$ cat src/rtl/icache_dm.sv
// Direct-mapped read-only instruction cache with 4-word lines.
// Hits return data combinationally; misses refill one line from a ready-handshake memory.
module icache_dm #(
  parameter int NUM_LINES = 8,
  parameter int IDX_W     = 3
) (
  input  logic         clk,
  input  logic         rst,
  input  logic         proc_read,
  input  logic [31:0]  proc_addr,
  output logic [31:0]  proc_rdata,
  output logic         proc_stall,
  output logic         mem_read,
  output logic [27:0]  mem_addr,
  input  logic [127:0] mem_rdata,
  input  logic         mem_ready
);

  localparam int TAG_W = 28 - IDX_W;

  typedef enum logic {IDLE, ALLOC} state_t;

  state_t               state_q, state_d;
  logic                 mem_read_q, mem_read_d;
  logic [27:0]          mem_addr_q, mem_addr_d;
  logic [NUM_LINES-1:0] valid_q, valid_d;

  logic [TAG_W-1:0]     tag_arr  [NUM_LINES];
  logic [127:0]         data_arr [NUM_LINES];

  logic [IDX_W-1:0]     idx, fill_idx;
  logic [TAG_W-1:0]     tag, fill_tag;
  logic [1:0]           word;
  logic                 hit, install;
  logic                 unused_byte_off;

  assign idx             = proc_addr[IDX_W+3:4];
  assign tag             = proc_addr[31:IDX_W+4];
  assign word            = proc_addr[3:2];
  assign unused_byte_off = ^proc_addr[1:0];

  // Refill targets the latched miss address, not proc_addr, so the core may drop its request.
  assign fill_idx = mem_addr_q[IDX_W-1:0];
  assign fill_tag = mem_addr_q[27:IDX_W];

  assign hit        = proc_read & valid_q[idx] & (tag_arr[idx] == tag);
  assign proc_rdata = data_arr[idx][{word, 5'b0} +: 32];
  assign proc_stall = (state_q == ALLOC) | (proc_read & ~hit);
  assign install    = (state_q == ALLOC) & mem_ready & ~rst;
  assign mem_read   = mem_read_q;
  assign mem_addr   = mem_addr_q;

  always_comb begin
    state_d    = state_q;
    mem_read_d = mem_read_q;
    mem_addr_d = mem_addr_q;
    valid_d    = valid_q;
    case (state_q)
      IDLE: begin
        if (proc_read && !hit) begin
          mem_addr_d = proc_addr[31:4];
          mem_read_d = 1'b1;
          state_d    = ALLOC;
        end
      end
      ALLOC: begin
        if (mem_ready) begin
          valid_d[fill_idx] = 1'b1;
          mem_read_d        = 1'b0;
          state_d           = IDLE;
        end
      end
      default: state_d = IDLE;
    endcase
  end

  always_ff @(posedge clk) begin
    if (rst) begin
      state_q    <= IDLE;
      mem_read_q <= 1'b0;
      mem_addr_q <= '0;
      valid_q    <= '0;
    end else begin
      state_q    <= state_d;
      mem_read_q <= mem_read_d;
      mem_addr_q <= mem_addr_d;
      valid_q    <= valid_d;
    end
  end

  always_ff @(posedge clk) begin
    if (install) begin
      tag_arr[fill_idx]  <= fill_tag;
      data_arr[fill_idx] <= mem_rdata;
    end
  end

endmodule
$ cat config.mk
export PLATFORM = sky130hd
export DESIGN_NAME = icache_dm
export DESIGN_NICKNAME = d
export VERILOG_FILES = /design/src/rtl/icache_dm.sv
export SDC_FILE = /design/constraint.sdc
export NUM_CORES = 1
export LEC_CHECK = 0
export BUFFER_PORTS_ARGS = -buffer_cell sky130_fd_sc_hd__buf_2
export CAP_MARGIN = 0
export CORE_MARGIN = 10
export CORE_UTILIZATION = 55
export DETAILED_ROUTE_END_ITERATION = 12
export PLACE_DENSITY = 0.84
export SYNTH_ARGS = -nofsm -noshare
export SYNTH_HDL_FRONTEND = slang
export SYNTH_SLANG_ARGS = --single-unit
$ cat constraint.sdc
create_clock -name clk -period 32.4 [get_ports clk]
set_input_delay 3.24 -clock clk [delete_from_list [all_inputs] [get_ports clk]]
set_output_delay 3.24 -clock clk [all_outputs]
set_load 0.005 [all_outputs]
==> Word-level counts from Yosys, hierarchy flattened <==
Memories as Yosys holds them, arrays and structs flattened.
Index checks and enable logic that the tools add are counted.
{ "word_totals": {"reg_bits": 38, "latch_bits": 0, "ram_bits": 1224, "romBits": 0, "input_bits": 164, "output_inout_bits": 62, "word_cells": 41, "n_memories": 2} }
{ "op_classes": {"add_sub_neg": 0, "multipliers": 0, "n_div": 0, "n_lt_le_gt_ge": 3, "n_eq_ne": 3, "n_shift": 1, "mux": 12, "bitwise": 10, "reduce_logical": 6} }
{ "mem_list": {"columns": ["memory", "words", "width", "read_ports", "rd_clocked_by_memory_dff", "write_ports", "line_no", "source"], "rows": [
  ["data_arr", 8, 128, 1, 0, 1, "29", "logic [127:0] data_arr [NUM_LINES];"],
  ["tag_arr", 8, 25, 1, 0, 1, "28", "logic [TAG_W-1:0] tag_arr [NUM_LINES];"]
]} }
{ "ops": {"columns": ["op", "count"], "rows": [
  ["$shiftx 128x8->32", 1],
  ["$eq 25x25->1", 1],
  ["$lt 3x4->1 const B", 2],
  ["$mux 1", 8],
  ["$or 8x8->8", 1],
  ["$reduce_and 2->1", 3],
  ["$and 1x1->1", 5],
  ["$ne 2x2->1 const B", 2],
  ["$pmux 1 s2", 2],
  ["$bmux 1 s3", 1],
  ["$demux 1 s3", 1],
  ["$ge 3x1->1 const B", 1],
  ["$not 1->1", 3],
  ["$logic_and 1x1->1", 2],
  ["$logic_not 1->1", 1],
  ["$or 1x1->1", 1]
]} }

==> Depth between registers and ports, before layout <==
Gate-level depths: netlist of the first run.
{ "logic_depth": {"word_depth": 8, "ltp_mapped": 13, "depth_no_buf": 7} }

==> Worst setup path after synthesis of the first run <==
No wires, ideal clock.
{ "synth_timing": {"kind": "input to register", "from": "in mem_ready", "to": "mem data_arr[0][0], enable pin", "setup_ns": 0.855, "t_arrival_ns": 14.029, "required_ns": 31.545, "slack_ns": 17.516, "cell_stages": 3, "n_path_buf": 0, "path_cell_list": "nand2_1 > or3_1 > nor3_1"} }
{ "synth_between": {"elab_chain_cells": 4} }
{ "synth_lines": {"columns": ["item", "line_no", "source"], "rows": [
  ["start: declaration", "16", "input logic mem_ready"],
  ["$and 1x1->1 (2 in a row)", "49", "assign install = (state_q == ALLOC) & mem_ready & ~rst;"],
  ["$mux 1", "92", "if (install) begin"],
  ["$mux 1 (not written as such)", "94", "data_arr[fill_idx] <= mem_rdata;"],
  ["end: declaration", "29", null]
]} }
No other way between the ends.

==> Worst setup path in the final report of the first run <==
{ "layout_timing": {"from": "in proc_addr[5]", "to": "out proc_rdata[18]"} }
{ "layout_between": {"elab_chain_cells": 2} }
{ "layout_lines": {"columns": ["item", "line_no", "source"], "rows": [
  ["start: declaration", "10", "input logic [31:0] proc_addr,"],
  ["$mem_v2 8x128", null, null],
  ["$shiftx 128x8->32", "47", "assign proc_rdata = data_arr[idx][{word, 5'b0} +: 32];"],
  ["end: declaration", "11", "output logic [31:0] proc_rdata,"]
]} }
No other way between the ends.

==> results of run 1 <==
final timing paths:
kind / start / endpoint / cells after the start
worst min-delay path: valid_q[4] / valid_q[4] / 1
worst max-delay path: proc_addr[5] / proc_rdata[18] / 7
worst min register to register: valid_q[4] / valid_q[4] / 1
worst max register to register: state_q / data_arr[4][40] / 6
state kept, by name, indices dropped and copies added, names as in the netlist:
signal	cells
tag_arr	200
data_arr	1024
mem_read	1
mem_addr	28
valid_q	8
state_q	1
report_power, final:
| part | internal (uW) | switching (uW) | total [uW] |
|---|---|---|---|
| logic | 72.1 | 86.8 | 159 |
| registers | 1800 | 7.41 | 1810 |
| clock network | 759 | 578 | 1340 |
| total | 2630 | 672 | 3300 |
placed cells by master (no fill, tap or decap), types with 26 or more instances in the layout:
cell type,synthesis,routed
edfxtp_1,1224,1224
mux4_2,350,350
buf_2,33,219
clkbuf_16,0,121
mux2i_1,76,76
nand2_1,64,64
mux2_2,39,39
dfxtp_1,38,38
buf_4,2,34
clkbuf_1,40,26
metal layers:
metal	up-vias	GRT usage [%]
met2	1087	35.7
met4	20	5.61
li1	9133	-
met5	-	0
met1	11800	28.3
met3	175	4.59
cells by family (layout without fill, tap and decap cells):
group                     after synthesis  after routing
DFF                                  1262           1262
muxes                                 467            467
and+or+nand+nor                       109            109
buffers and inverters                 104            477
AOI/OAI and AO/OA                      46             46
xor gates and xnor gates               15             15
other                                   0             13
area by class of cell:
type | count | area share [%]
flip-flops and latches | 1262 | 69.0
multi-input cells | 637 | 18.7
clock buffers | 152 | 5.88
well taps | 1155 | 2.66
repair buffers | 257 | 2.60
clock inverters | 67 | 1.09
diodes | 13 | 0.0599
inverters | 1 | 0.00691
through the flow:
stage / cell area (um2) / setup WS [ns] / hold slack, ns / cells / utilization [%]
2_1_floorplan: 48100 / 17.52 / 0.421 / 2003 / -
3_3_place_gp: 50500 / 21.74 / 0.428 / 3312 / 58.2
3_5_place_dp: 50500 / 21.69 / 0.443 / 3312 / 58.2
4_1_cts: 54300 / 21.68 / 0.458 / 3531 / 62.6
5_1_grt: 54300 / 21.48 / 0.473 / 3537 / 62.6
6_report: 54300 / 21.80 / 0.456 / 3544 / 62.6
==> qor.yml, run 1 <==
power_and_ir_drop:
  total_power_uw: 3300
  irDropWorstVdd_mv: 0.0488
  p_leak_uw: 0.0177
  powerDensity_nw_per_um2: 60.8
logic_synthesis:
  synth_top_family_by_area: "multiplexers"
  synthTopCellsByArea: "edfxtp_1, mux4_2, dfxtp_1"
  synthMuxAreaShare_pct: 19.0
  yosysMostFrequentCell: "edfxtp_1"
  synthesis.area_um2: 48100
  ys_top_cells_by_count: "edfxtp_1, mux4_2, mux2i_1"
  ys_ff_latch: 1262
  ys_types: 42
  synth_fa_ha_area_share_pct: 0
  ys.flop_type: "edfxtp_1"
  yosysTopAreaCell: "edfxtp_1"
  syn_nets: 2167
  synth-compound-area-share_pct: 0.660
  synth-edff-count: 1224
  synthSimpleGateAreaFrac_pct: 1.04
  yosys_warnings: 0
  async_reset_ff_share_pct: 0
  synth_top_area_share_pct: 76.4
  synth_cells: 2003
  synth.avg_cell_area_um2: 24.0
  synth_xor_area_share_pct: 0.273
  ys_seq_area_share_pct: 78.0
flow_run:
  maxCapViolCount: 0
timing:
  setup_viol: 0
  setup_tns_ns: 0
  final_hold_viol_count: 0
  fin_crit_ns: 10.60
  skew_ns: 0.0267
  worstMarginPinSlew_ns: 1.17
  rsz0062_at_grt: "false"
  fmax_mhz: 94.3
  slew_violations: 0
  maxSlewHeadroom_pct: 21.9
  timing.final.crit_share_pct: 32.7
floorplanning:
  dieArea_um2: 99700
  die_x_um: 316
  die_y_um: 316
  initial_core_util_pct: 55.5
  io_pins: 226
  rows: 108
  core_area_um2: 86800
global_routing:
  grt.total_usage_pct: 21.3
  overflow: 0
  antenna_found_initial: 28
  grt_pass1_vias: 23400
  grt_pass1_wl_um: 157000
  grt_max_degree: 117
clock_network:
  ctsResizeCount: 0
  cts.sink_count: 1262
  post-cts-setup-buffers: 0
  htreeDepth: 3
  clk_latency_ns: 0.68
  cts_tree: "yes"
  clock_path_buffers: 3
  ctsHoldBuffers: 0
  cts-buffers-inserted: 119
  clk_pin_slew_ns: 0.06
  root_buffer: "clkbuf_16"
cells_and_area:
  multi_input_area_um2: 10100
  seq_area_um2: 37500
  drive_above_1_share_pct: 34.7
  syn_to_final_growth_pct: 12.9
  nNetsFinal: 2442
  fillers: 5661
placed_design:
  portBuffers: 223
  gp_congestion: 0.727
  dp.final_hpwl_um: 58300
setup_path:
  crit_path_start_kind: "primary input"
  cp_num_buf_inv: 4
  cp-end-kind: "output pin"
  cp_cell_sequence: "buf_8 -> buf_4 -> buf_4 -> mux4_2 -> mux4_2 -> mux2_2 -> buf_2"
  r2r_setup_slack_ns: 28.13
  path_class: "primary input to output pin"
  worstPathMaxFanout: 94
  crit_slowest_cell: "buf_4"
  worstPathArrival_ns: 7.36
  critPathTopFamily: "buffers and inverters"
  crit_required_ns: 29.16
  slowest_delay_ns: 0.94
drt:
  routed_wirelength_um: 105000
  first_iter_violations: 2725
  drc: 0
  wl_per_cell_um: 29.7
  met1_length_um: 39600
  met2WireLength_um: 54200
  dr_wl_met3_um: 9150
  final_antenna_net_count: 0
  viasPerCell: 6.26
  drtPass1Iterations: 7
  vias: 22200
  maxUsedRoutingLayer: "met5"
hold_path:
  hold_class: "flop to flop"
run_status:
  run_status: "finished, final reports clean"
No activity file was read; power rests on OpenSTA's default activity.
==> run 2: changes to the inputs <==
--- a/config.mk
+++ b/config.mk
@@ -10,7 +10,7 @@
 export CORE_MARGIN = 10
 export CORE_UTILIZATION = 55
 export DETAILED_ROUTE_END_ITERATION = 12
-export PLACE_DENSITY = 0.84
+export PLACE_DENSITY = 0.86
 export SYNTH_ARGS = -nofsm -noshare
 export SYNTH_HDL_FRONTEND = slang
 export SYNTH_SLANG_ARGS = --single-unit
==> constraint.sdc (replaced) <==
create_clock -name clk -period 9.3 [get_ports clk]
set_input_delay 0.93 -clock clk [delete_from_list [all_inputs] [get_ports clk]]
set_output_delay 0.93 -clock clk [all_outputs]
set_load 0.005 [all_outputs]
==> run 2 against run 1 <==
  * Sequential power increased to 3.5 times the previous value
  * Via count decreased by 1.1%
  * Routed wire length increased by 1.7%
  * Non-clock buffer count decreased by 3
  * First-iteration DRC count decreased by 9.1%
  * Global-route usage increased by 0.13 points
  * Design area about the same
  * Critical path type unchanged
  * Largest power group unchanged
==> qor.yml, run 2 (same netlist as run 1, synthesis figures left out) <==
setup_path:
  worstPathMaxFanout: 69
  critical_path.endpoint: "proc_stall"
  crit_start: "proc_addr[4]"
  path_class: "primary input to output pin"
  cp-end-kind: "output pin"
  ff2ff_path_depth: 5
  r2r_setup_slack_ns: 5.84
  regToRegStartpoint: "state_q"
  crit_required_ns: 8.37
  worstPathArrival_ns: 4.55
  crit_path_start_kind: "primary input"
  reg2reg_to: "data_arr[6][108]"
drt:
  dr_wl_met3_um: 9220
  wl_per_cell_um: 30.2
  met1_length_um: 39400
  final_antenna_net_count: 0
  met2WireLength_um: 55200
  vias: 21900
  first_iter_violations: 2477
  drtPass1Iterations: 5
  maxUsedRoutingLayer: "met5"
  drc: 0
  viasPerCell: 6.18
  routed_wirelength_um: 107000
hold_path:
  hold_class: "flop to flop"
power_and_ir_drop:
  powerDensity_nw_per_um2: 212
  power_frac_seq_pct: 54.6
  netSwitchingFraction_pct: 20.7
  power_frac_clock_pct: 40.6
  p_leak_uw: 0.0176
  intPower_uw: 9140
  irDropWorstVdd_mv: 0.185
  combPwrFrac_pct: 4.8
  p_sw_uw: 2390
clock_network:
  clock_path_buffers: 3
  ctsResizeCount: 0
  clk_pin_slew_ns: 0.06
  root_buffer: "clkbuf_16"
  ctsHoldBuffers: 0
  clk_latency_ns: 0.69
  htreeDepth: 3
  cts.sink_count: 1262
  cts_tree: "yes"
  post-cts-setup-buffers: 0
  cts-buffers-inserted: 118
floorplanning:
  die_y_um: 316
  initial_core_util_pct: 55.5
  io_pins: 226
  rows: 108
  dieArea_um2: 99700
  die_x_um: 316
  core_area_um2: 86800
cells_and_area:
  drive_above_1_share_pct: 34.5
  design_area_um2: 54400
  fillers: 5642
  syn_to_final_growth_pct: 12.9
  nNetsFinal: 2438
  final_cell_mix: "edfxtp_1, mux4_2, buf_2"
  final_common_cell: "edfxtp_1"
  largest_register_ffs: 1024
  top_register: "data_arr"
timing:
  setup_tns_ns: 0
  rsz0062_at_grt: "false"
  final_hold_viol_count: 0
  setup_viol: 0
  fmax_mhz: 182
  slew_violations: 0
  skew_ns: 0.0468
  setup_ws_ns: 3.82
  maxSlewHeadroom_pct: 22.1
  worstMarginPinSlew_ns: 1.17
  fin_crit_ns: 5.48
  timing.final.crit_share_pct: 59.0
placed_design:
  dp.final_hpwl_um: 57500
  dp_slack_ns: 3.65
  dpl_cell_area_um2: 50600
  gp_congestion: 0.746
  portBuffers: 223
global_routing:
  antenna_found_initial: 32
  grt_pass1_wl_um: 157000
  grt_pass1_vias: 23000
  overflow: 0
  grt_max_degree: 115
  grt.total_usage_pct: 21.4
run_status:
  run_status: "finished, final reports clean"
flow_run:
  maxCapViolCount: 0
run 2: changes by cell type in the layout (fill, tap and decap cells not counted), sizes merged:
cell	before	now
bufinv	8	9
clkinv	52	58
clkbuf	153	146
diode	13	15
inv	5	7
buf	256	253
run 2: power groups by stage:
stage | sequential [uW] | clock, uW | combinational [uW]
after CTS | 6300 | 4760 | 564
after detailed placement | 6420 | 0 | 556
after global placement | 6410 | 0 | 533
final | 6300 | 4680 | 556
after floorplan | 6420 | 0 | 332
after global routing | 6300 | 4970 | 595
run 2: area by class of cell:
| cell class | count | area [um2] | area share (%) |
|---|---|---|---|
| Sequential cell | 1262 | 37500 | 69.0 |
| Antenna cell | 15 | 37.5 | 0.0691 |
| Tap cell | 1155 | 1450 | 2.66 |
| Clock inverter | 76 | 652 | 1.20 |
| Timing Repair Buffer | 254 | 1440 | 2.65 |
| Inverter | 1 | 3.75 | 0.00691 |
| Clock buffer | 145 | 3110 | 5.71 |
| Multi-Input combinational cell | 637 | 10200 | 18.7 |
run 2: how the worst min path moves through the flow:
stage,from,to,slack [ns],cells after the start
floorplan,valid_q[2],valid_q[2],0.42,1
global placement,valid_q[2],valid_q[2],0.43,1
detailed placement,valid_q[2],valid_q[2],0.44,1
CTS,rst,state_q,0.44,2
global route,rst,mem_read,0.46,2
finish,valid_q[0],valid_q[0],0.45,1
run 2: per-layer routing:
layer / GRT usage [%] / vias up
met5: 0 / -
met4: 6.80 / 32
met3: 5.11 / 201
met2: 35.9 / 987
met1: 27.7 / 11600
li1: - / 9148
run 2: stage by stage:
step	util [%]	instances	hold slack [ns]	power [uW]
after floorplan	-	2003	0.421	6750
after global placement	58.3	3309	0.427	6940
after detailed placement	58.3	3309	0.438	6970
after CTS	62.6	3530	0.443	11600
after global routing	62.6	3538	0.459	11900
final	62.7	3545	0.450	11500
run 2: critical path, stage by stage:
cell and delay (ns):
buf_8 0.54, buf_4 0.76, mux4_2 0.58, mux2i_1 0.20
xnor2_1 0.09, nor4_1 0.56, nand4_1 0.33, o31ai_1 0.29
nand2b_1 0.09, buf_2 0.13
